### config.mk
export PLATFORM = sky130hd
export DESIGN_NAME = snoop_initiator
export DESIGN_NICKNAME = d
export VERILOG_FILES = /design/src/rtl/snoop_initiator.sv
export SDC_FILE = /design/constraint.sdc
export NUM_CORES = 1
export LEC_CHECK = 0
export CAP_MARGIN = 40
export CORE_MARGIN = 2
export CORE_UTILIZATION = 25
export CTS_BUF_LIST = sky130_fd_sc_hd__clkbuf_8
export DETAILED_ROUTE_END_ITERATION = 7
export MAX_ROUTING_LAYER = met4
export PLACE_DENSITY = 0.48
export SKIP_CTS_REPAIR_TIMING = 1
export SYNTH_ARGS = -nofsm -noshare
export SYNTH_HDL_FRONTEND = slang
export SYNTH_SLANG_ARGS = --single-unit
export TNS_END_PERCENT = 5
### constraint.sdc
create_clock -name clk_i -period 2.05 [get_ports clk_i]
set_input_delay 0.3075 -clock clk_i [delete_from_list [all_inputs] [get_ports clk_i]]
set_output_delay 0.3075 -clock clk_i [all_outputs]
set_load 0.02 [all_outputs]
### src/rtl/snoop_initiator.sv
// snoop_initiator: issuing end of the ACE snoop channel. Sends one line-granular
// snoop on AC, collects CR and (when dataTransfer) two 64-bit CD beats, then
// returns one consolidated response carrying the full 128-bit line.
// Optional feature macro: SNOOP_INITIATOR_TIMEOUT_EN (sticky watchdog flag).
package snoop_pkg;
  typedef logic [3:0] acsnoop_t;
  localparam acsnoop_t READ_ONCE     = 4'b0000;
  localparam acsnoop_t READ_SHARED   = 4'b0001;
  localparam acsnoop_t READ_UNIQUE   = 4'b0111;
  localparam acsnoop_t CLEAN_INVALID = 4'b1001;
  typedef struct packed {
    logic wasUnique;
    logic isShared;
    logic passDirty;
    logic error;
    logic dataTransfer;
  } crresp_t;
endpackage

package ariane_ace;
  typedef struct packed {
    logic [63:0]          addr;
    snoop_pkg::acsnoop_t  snoop;
    logic [2:0]           prot;
  } ac_chan_t;
  typedef struct packed {
    logic [63:0] data;
    logic        last;
  } cd_chan_t;
  typedef struct packed {
    logic     ac_valid;
    ac_chan_t ac;
    logic     cr_ready;
    logic     cd_ready;
  } snoop_req_t;
  typedef struct packed {
    logic               ac_ready;
    logic               cr_valid;
    snoop_pkg::crresp_t cr_resp;
    logic               cd_valid;
    cd_chan_t           cd;
  } snoop_resp_t;
endpackage

module snoop_initiator #(
  parameter int unsigned DCACHE_LINE_WIDTH  = 128,
  parameter int unsigned DCACHE_BYTE_OFFSET = 4,
  parameter int unsigned TIMEOUT_CYCLES     = 1024
) (
  input  logic                          clk_i,
  input  logic                          rst_i,
  input  logic                          req_valid_i,
  output logic                          req_ready_o,
  input  logic [63:0]                   req_addr_i,
  input  snoop_pkg::acsnoop_t           req_snoop_i,
  output logic                          resp_valid_o,
  input  logic                          resp_ready_i,
  output snoop_pkg::crresp_t            resp_cr_o,
  output logic [DCACHE_LINE_WIDTH-1:0]  resp_data_o,
  output logic                          busy_o,
  output logic                          timeout_o,
  output ariane_ace::snoop_req_t        snoop_req_o,
  input  ariane_ace::snoop_resp_t       snoop_resp_i
);
  import snoop_pkg::*;

  localparam int unsigned HALF_W = DCACHE_LINE_WIDTH / 2;

  typedef enum logic [2:0] {IDLE, SEND_AC, WAIT_CR, RECV_CD, RESP} state_e;

  state_e                        state_q, state_d;
  logic [63:0]                   addr_q;
  acsnoop_t                      snoop_q;
  crresp_t                       cr_q;
  logic [DCACHE_LINE_WIDTH-1:0]  data_q;
  logic                          beat_q;
  logic                          proto_err_q;
  logic                          req_supported;
  logic                          cd_hs;
  logic                          unused_addr_bits;

  function automatic logic is_supported(input acsnoop_t s);
    return (s == READ_ONCE) || (s == READ_SHARED) ||
           (s == READ_UNIQUE) || (s == CLEAN_INVALID);
  endfunction

  assign req_supported    = is_supported(req_snoop_i);
  assign cd_hs            = (state_q == RECV_CD) && snoop_resp_i.cd_valid;
  // Sub-line address bits are discarded; the snoop is line-granular.
  assign unused_addr_bits = ^req_addr_i[DCACHE_BYTE_OFFSET-1:0];

  // Next-state logic for the single-outstanding snoop sequence.
  always_comb begin
    state_d = state_q;
    case (state_q)
      IDLE:    if (req_valid_i) state_d = req_supported ? SEND_AC : RESP;
      SEND_AC: if (snoop_resp_i.ac_ready) state_d = WAIT_CR;
      WAIT_CR: if (snoop_resp_i.cr_valid)
                 state_d = snoop_resp_i.cr_resp.dataTransfer ? RECV_CD : RESP;
      RECV_CD: if (snoop_resp_i.cd_valid && beat_q) state_d = RESP;
      RESP:    if (resp_ready_i) state_d = IDLE;
      default: state_d = IDLE;
    endcase
  end

  // State register.
  always_ff @(posedge clk_i) begin
    if (rst_i) state_q <= IDLE;
    else       state_q <= state_d;
  end

  // Capture command, CR response and CD beats; track CD last-flag violations.
  always_ff @(posedge clk_i) begin
    if (rst_i) begin
      addr_q      <= '0;
      snoop_q     <= '0;
      cr_q        <= '0;
      data_q      <= '0;
      beat_q      <= 1'b0;
      proto_err_q <= 1'b0;
    end else begin
      if ((state_q == IDLE) && req_valid_i) begin
        addr_q      <= {req_addr_i[63:DCACHE_BYTE_OFFSET], {DCACHE_BYTE_OFFSET{1'b0}}};
        snoop_q     <= req_snoop_i;
        cr_q        <= '0;
        cr_q.error  <= ~req_supported;
        data_q      <= '0;
        beat_q      <= 1'b0;
        proto_err_q <= 1'b0;
      end
      if ((state_q == WAIT_CR) && snoop_resp_i.cr_valid) begin
        cr_q <= snoop_resp_i.cr_resp;
      end
      if (cd_hs) begin
        if (!beat_q) begin
          data_q[HALF_W-1:0] <= snoop_resp_i.cd.data;
          proto_err_q        <= proto_err_q | snoop_resp_i.cd.last;
        end else begin
          data_q[DCACHE_LINE_WIDTH-1:HALF_W] <= snoop_resp_i.cd.data;
          proto_err_q                        <= proto_err_q | ~snoop_resp_i.cd.last;
        end
        beat_q <= ~beat_q;
      end
    end
  end

  // Outputs decode only registered state, so no input reaches an output combinationally.
  always_comb begin
    snoop_req_o          = '0;
    resp_cr_o            = '0;
    resp_data_o          = '0;
    snoop_req_o.ac_valid = (state_q == SEND_AC);
    snoop_req_o.cr_ready = (state_q == WAIT_CR);
    snoop_req_o.cd_ready = (state_q == RECV_CD);
    if (state_q == SEND_AC) begin
      snoop_req_o.ac.addr  = addr_q;
      snoop_req_o.ac.snoop = snoop_q;
    end
    if (state_q == RESP) begin
      resp_cr_o       = cr_q;
      resp_cr_o.error = cr_q.error | proto_err_q;
      resp_data_o     = data_q;
    end
  end

  assign req_ready_o  = (state_q == IDLE);
  assign resp_valid_o = (state_q == RESP);
  assign busy_o       = (state_q != IDLE);

`ifdef SNOOP_INITIATOR_TIMEOUT_EN
  localparam int unsigned TMO_W = $clog2(TIMEOUT_CYCLES + 1);

  logic [TMO_W-1:0] tmo_cnt_q;
  logic             timeout_q;
  logic             tmo_active;

  assign tmo_active = (state_q == SEND_AC) || (state_q == WAIT_CR) || (state_q == RECV_CD);

  // Watchdog: counts cycles spent on the bus, flag is sticky until the response is taken.
  always_ff @(posedge clk_i) begin
    if (rst_i) begin
      tmo_cnt_q <= '0;
      timeout_q <= 1'b0;
    end else if ((state_q == IDLE) || ((state_q == RESP) && resp_ready_i)) begin
      tmo_cnt_q <= '0;
      timeout_q <= 1'b0;
    end else if (tmo_active) begin
      if (tmo_cnt_q != TMO_W'(TIMEOUT_CYCLES)) tmo_cnt_q <= tmo_cnt_q + 1'b1;
      if (tmo_cnt_q == TMO_W'(TIMEOUT_CYCLES - 1)) timeout_q <= 1'b1;
    end
  end

  assign timeout_o = timeout_q;
`else
  assign timeout_o = 1'b0;
`endif

endmodule
==> metrics.md <==
| Metric | Value |
|---|---|
| Count of unique library cells instantiated by Yosys | `39` |
| Run status | `finished, violations left` |
| DRC violation count after routing | `0` |
| Total routing resource utilization after global routing | `16.99%` |
| Via count of the first global-routing pass | `8618` |
| Max-cap violations | `0` |
| Length in cells of the worst reg-to-reg path | `8` |
| Cells after DPL | `1885` |
| Number of iterations in the first detailed-routing pass | `6` |
| Data arrival time of the critical path | `1.87 ns` |
| Non-filler instance count after layout | `1966` |
| DRC marker count from the first detailed-route iteration | `307` |
| Number of cells produced by synthesis | `1144` |
| Worst slack at placement | `-0.02489 ns` |
| Ratio of cells with drive above 1 in the final layout | `23.83%` |
| # nets final | `1620` |
| Average size of a mapped cell | `7.904 µm²` |
| Maximum number of pins on one net before global-route repair | `73` |
| Maximum resistive drop on vdd | `337.1 µV` |
| Start point of the worst min-delay path | `rst_i` |
| Die span in x | `194.2 µm` |
| Post-DR wirelength/cell | `17.01 µm` |
| Setup clock skew after layout | `0.01124 ns` |
| Combinational family with the most area after synthesis | `simple AND/OR/NAND/NOR gates` |
| Vias after detailed routing | `8802` |
| Worst Path Max Fanout | `16` |
| Endpoint kind of the worst setup timing path | `output pin` |
| Overall die area | `0.03771 mm²` |
| Post-synth EDFFs | `0` |
| Post-synthesis register bit count | `202` |
| Die boundary height | `194.2 µm` |
| Routability congestion estimate | `0.7606` |
| Port-buffer cells | `343` |
| Reg-to-reg critical path endpoint | `data_q[43]$_SDFF_PP0_` |
| Final cycle utilization of the critical path | `106.0%` |
| Core utilization of the finished layout | `37.95%` |
| I/O pins | `356` |
| Crit start category | `flip-flop` |
| Hold Crit Endpoint | `proto_err_q$_SDFFE_PP0P_` |
| Area fraction in compound gates after synthesis | `12.04%` |
| Xor and xnor area share after synthesis | `0.09686%` |
| Worst hold path type | `input port to flip-flop` |
| Vias per std cell | `4.477` |
| Pwr per Cell Area | `701.9 mW/mm²` |
| Prevailing post-synth register cell | `sky130_fd_sc_hd__dfxtp_1` |
| Netlist area before placement | `0.009042 mm²` |
| H-Tree Level Count | `2` |
| Post-route ant nets | `0` |
| Initial antenna violation count | `3` |
| PnR worst setup slack | `-0.1236 ns` |
| Total Routed Length | `33450 µm` |
| Max Buffers Root-to-Sink | `3` |
| Total CTS buffers | `41` |
| Initial Utilization | `25.42%` |
| Area of the core | `0.03557 mm²` |
| Count of fill cells added during filler insertion | `3834` |
| Area overhead of the layout relative to synthesis | `49.26%` |
| R2r setup slk | `0.16 ns` |
| Number of sinks driven by the clock tree | `202` |
| Cell chosen for the clock root | `sky130_fd_sc_hd__clkbuf_8` |
| Sequential share of the synthesized area | `44.72%` |
| Critical Path Source | `state_q[1]$_SDFFE_PP0P_` |
| Share of synthesized area spent on multiplexers | `0%` |
| Hold Path Depth | `2` |
| Final-report hold violation count | `0` |
| TritonCTS clock tree | `done` |
| Final number of setup-violating endpoints | `88` |
| Clock slew at the register clock pins of the worst setup and hold paths | `0.06 ns` |
| Failing checks | `setup timing` |
| Adder-cell area share of the yosys netlist | `0%` |
| Leakage dissipation | `5.414 nW` |
| Setup repair after global routing missed its margin | `yes` |
| Post-route minimum period | `2.174 ns` |
| Share of flip-flops with an asynchronous set or reset after synthesis | `0%` |
| Launching point of the worst reg2reg path | `state_q[1]$_SDFFE_PP0P_` |
| Simple-Gate Fraction of Synth Area | `35.17%` |
| Maximum clock frequency | `460.1 MHz` |
| Global-route wire length before repair | `50090 µm` |
| Clock network latency to the later pin of the worst-skew pair | `0.53 ns` |
| Half-perimeter wire length after detailed placement | `21530 µm` |
| Number of slew-limit violations in the final report | `0` |
| Required time of the worst setup path | `1.74 ns` |
| Global-route congestion overflow total | `0` |
| Num rows | `69` |
| Yosys Warn Count | `0` |
| Worst Path Class, Setup | `flip-flop to output pin` |
-- logic make-up (layout without fill, tap and decap cells) --
logic type | after synthesis | count (layout)
AOI/OAI and AO/OA | 210 | 210
xor gates and xnor gates | 1 | 1
buffers and inverters | 113 | 464
DFF | 202 | 202
other | 1 | 11
and+or+nand+nor | 617 | 617
-- metrics by stage --
stage                     TNS, ns  area [µm²]  total power, mW  hold WS [ns]
after floorplan                 0        9069            4.775        0.4317
after global placement    -0.3750       12940            5.394        0.4373
after detailed placement  -0.1673       12940            5.395        0.4422
after CTS                 -112.83       13740            9.634       0.08317
after global routing       -21.20       13500            9.953        0.1139
final                      -4.443       13500            9.473        0.1246
-- synth_stat cells (2+ instances only) --
cell                       number  area (µm²)
sky130_fd_sc_hd__nand2_1      258       968.4
sky130_fd_sc_hd__dfxtp_1      202        4044
sky130_fd_sc_hd__a21oi_1      197       986.0
sky130_fd_sc_hd__and2_1       196        1226
sky130_fd_sc_hd__nand3_1      119       595.6
sky130_fd_sc_hd__clkbuf_1      38       142.6
sky130_fd_sc_hd__buf_6         27       304.0
sky130_fd_sc_hd__buf_2         22       110.1
sky130_fd_sc_hd__buf_4         15       112.6
sky130_fd_sc_hd__nor2_1        13       48.80
sky130_fd_sc_hd__nand3_2       12       120.1
sky130_fd_sc_hd__a22oi_1        5       37.54
sky130_fd_sc_hd__clkbuf_2       5       25.02
sky130_fd_sc_hd__a211oi_1       3       22.52
sky130_fd_sc_hd__inv_1          3       11.26
sky130_fd_sc_hd__buf_1          2       7.510
sky130_fd_sc_hd__nand2b_1       2       12.51
sky130_fd_sc_hd__nand3b_1       2       15.01
sky130_fd_sc_hd__nor2_8         2       40.04
sky130_fd_sc_hd__nor2b_1        2       12.51
-- routing by layer --
| layer | vias up | routed length (µm) | global-route usage, % | share of wire [%] |
|---|---|---|---|---|
| met5 | - | 0 | - | 0 |
| met4 | 0 | 546 | 3.984 | 1.6 |
| met3 | 38 | 2841 | 6.558 | 8.5 |
| met2 | 283 | 15640 | 26.64 | 47 |
| met1 | 4088 | 14420 | 20.55 | 43 |
| li1 | 4393 | - | - | - |
-- critical path: stages (launching register included) --
cell and delay (ns):
sky130_fd_sc_hd__dfxtp_2 0.33, sky130_fd_sc_hd__nand2b_4 0.15, sky130_fd_sc_hd__nor2_4 0.16, sky130_fd_sc_hd__buf_12 0.16, sky130_fd_sc_hd__buf_6 0.10, sky130_fd_sc_hd__buf_12 0.14, sky130_fd_sc_hd__and2_1 0.16, sky130_fd_sc_hd__buf_6 0.12
-- where the power goes --
group | internal (mW) | switching, mW | total (mW)
logic | 0.560 | 0.681 | 1.24
registers | 4.04 | 0.0526 | 4.09
clock network | 2.36 | 1.78 | 4.14
-- registers in the layout, indices dropped and copies added (netlist names) --
name,cells
addr_q,60
beat_q,1
cr_q,5
data_q,128
proto_err_q,1
snoop_q,4
state_q,3
-- area by class of cell --
cell class                 instances  area, µm²  share of cell area, %
clock inverter                    22      141.4                  1.048
multi-input combinational        836       4414                  32.71
inverter                           4      15.01                 0.1112
antenna                            3      7.507                0.05562
tap                              461      576.8                  4.274
clock buffer                      48      660.6                  4.895
sequential                       202       4046                  29.98
timing repair buffer             390       3635                  26.93
-- cell usage in the layout (no fill, tap or decap), types with 2 or more instances in the layout --
master                            instances
sky130_fd_sc_hd__clkbuf_2                48
sky130_fd_sc_hd__clkbuf_16                2
sky130_fd_sc_hd__nand3_1                119
sky130_fd_sc_hd__dfxtp_1                200
sky130_fd_sc_hd__bufinv_16                2
sky130_fd_sc_hd__nand3b_1                 2
sky130_fd_sc_hd__conb_1                   8
sky130_fd_sc_hd__buf_6                   47
sky130_fd_sc_hd__and2_1                 168
sky130_fd_sc_hd__buf_4                  119
sky130_fd_sc_hd__buf_12                  22
sky130_fd_sc_hd__a21oi_1                197
sky130_fd_sc_hd__nand3_2                 11
sky130_fd_sc_hd__a211oi_1                 3
sky130_fd_sc_hd__and2_4                  28
sky130_fd_sc_hd__nor2b_1                  2
sky130_fd_sc_hd__buf_2                    8
sky130_fd_sc_hd__nand2_1                258
sky130_fd_sc_hd__clkbuf_4                 3
sky130_fd_sc_hd__clkbuf_8                48
sky130_fd_sc_hd__nor2_8                   2
sky130_fd_sc_hd__clkdlybuf4s50_1        139
sky130_fd_sc_hd__a22oi_1                  5
sky130_fd_sc_hd__nor2_1                  12
sky130_fd_sc_hd__inv_1                   20
sky130_fd_sc_hd__clkinv_2                 2
sky130_fd_sc_hd__dfxtp_2                  2
sky130_fd_sc_hd__diode_2                  3
-- how the worst max path moves through the flow --
stage | end | slack, ns
after global routing | resp_data_o[93] | -0.22
after CTS | resp_data_o[2] | -0.63
after detailed placement | resp_data_o[2] | -0.02
after floorplan | resp_data_o[88] | 0.30
after global placement | resp_data_o[2] | -0.04
final | snoop_req_o[18] | -0.12
(Power assumes the default switching activity.)
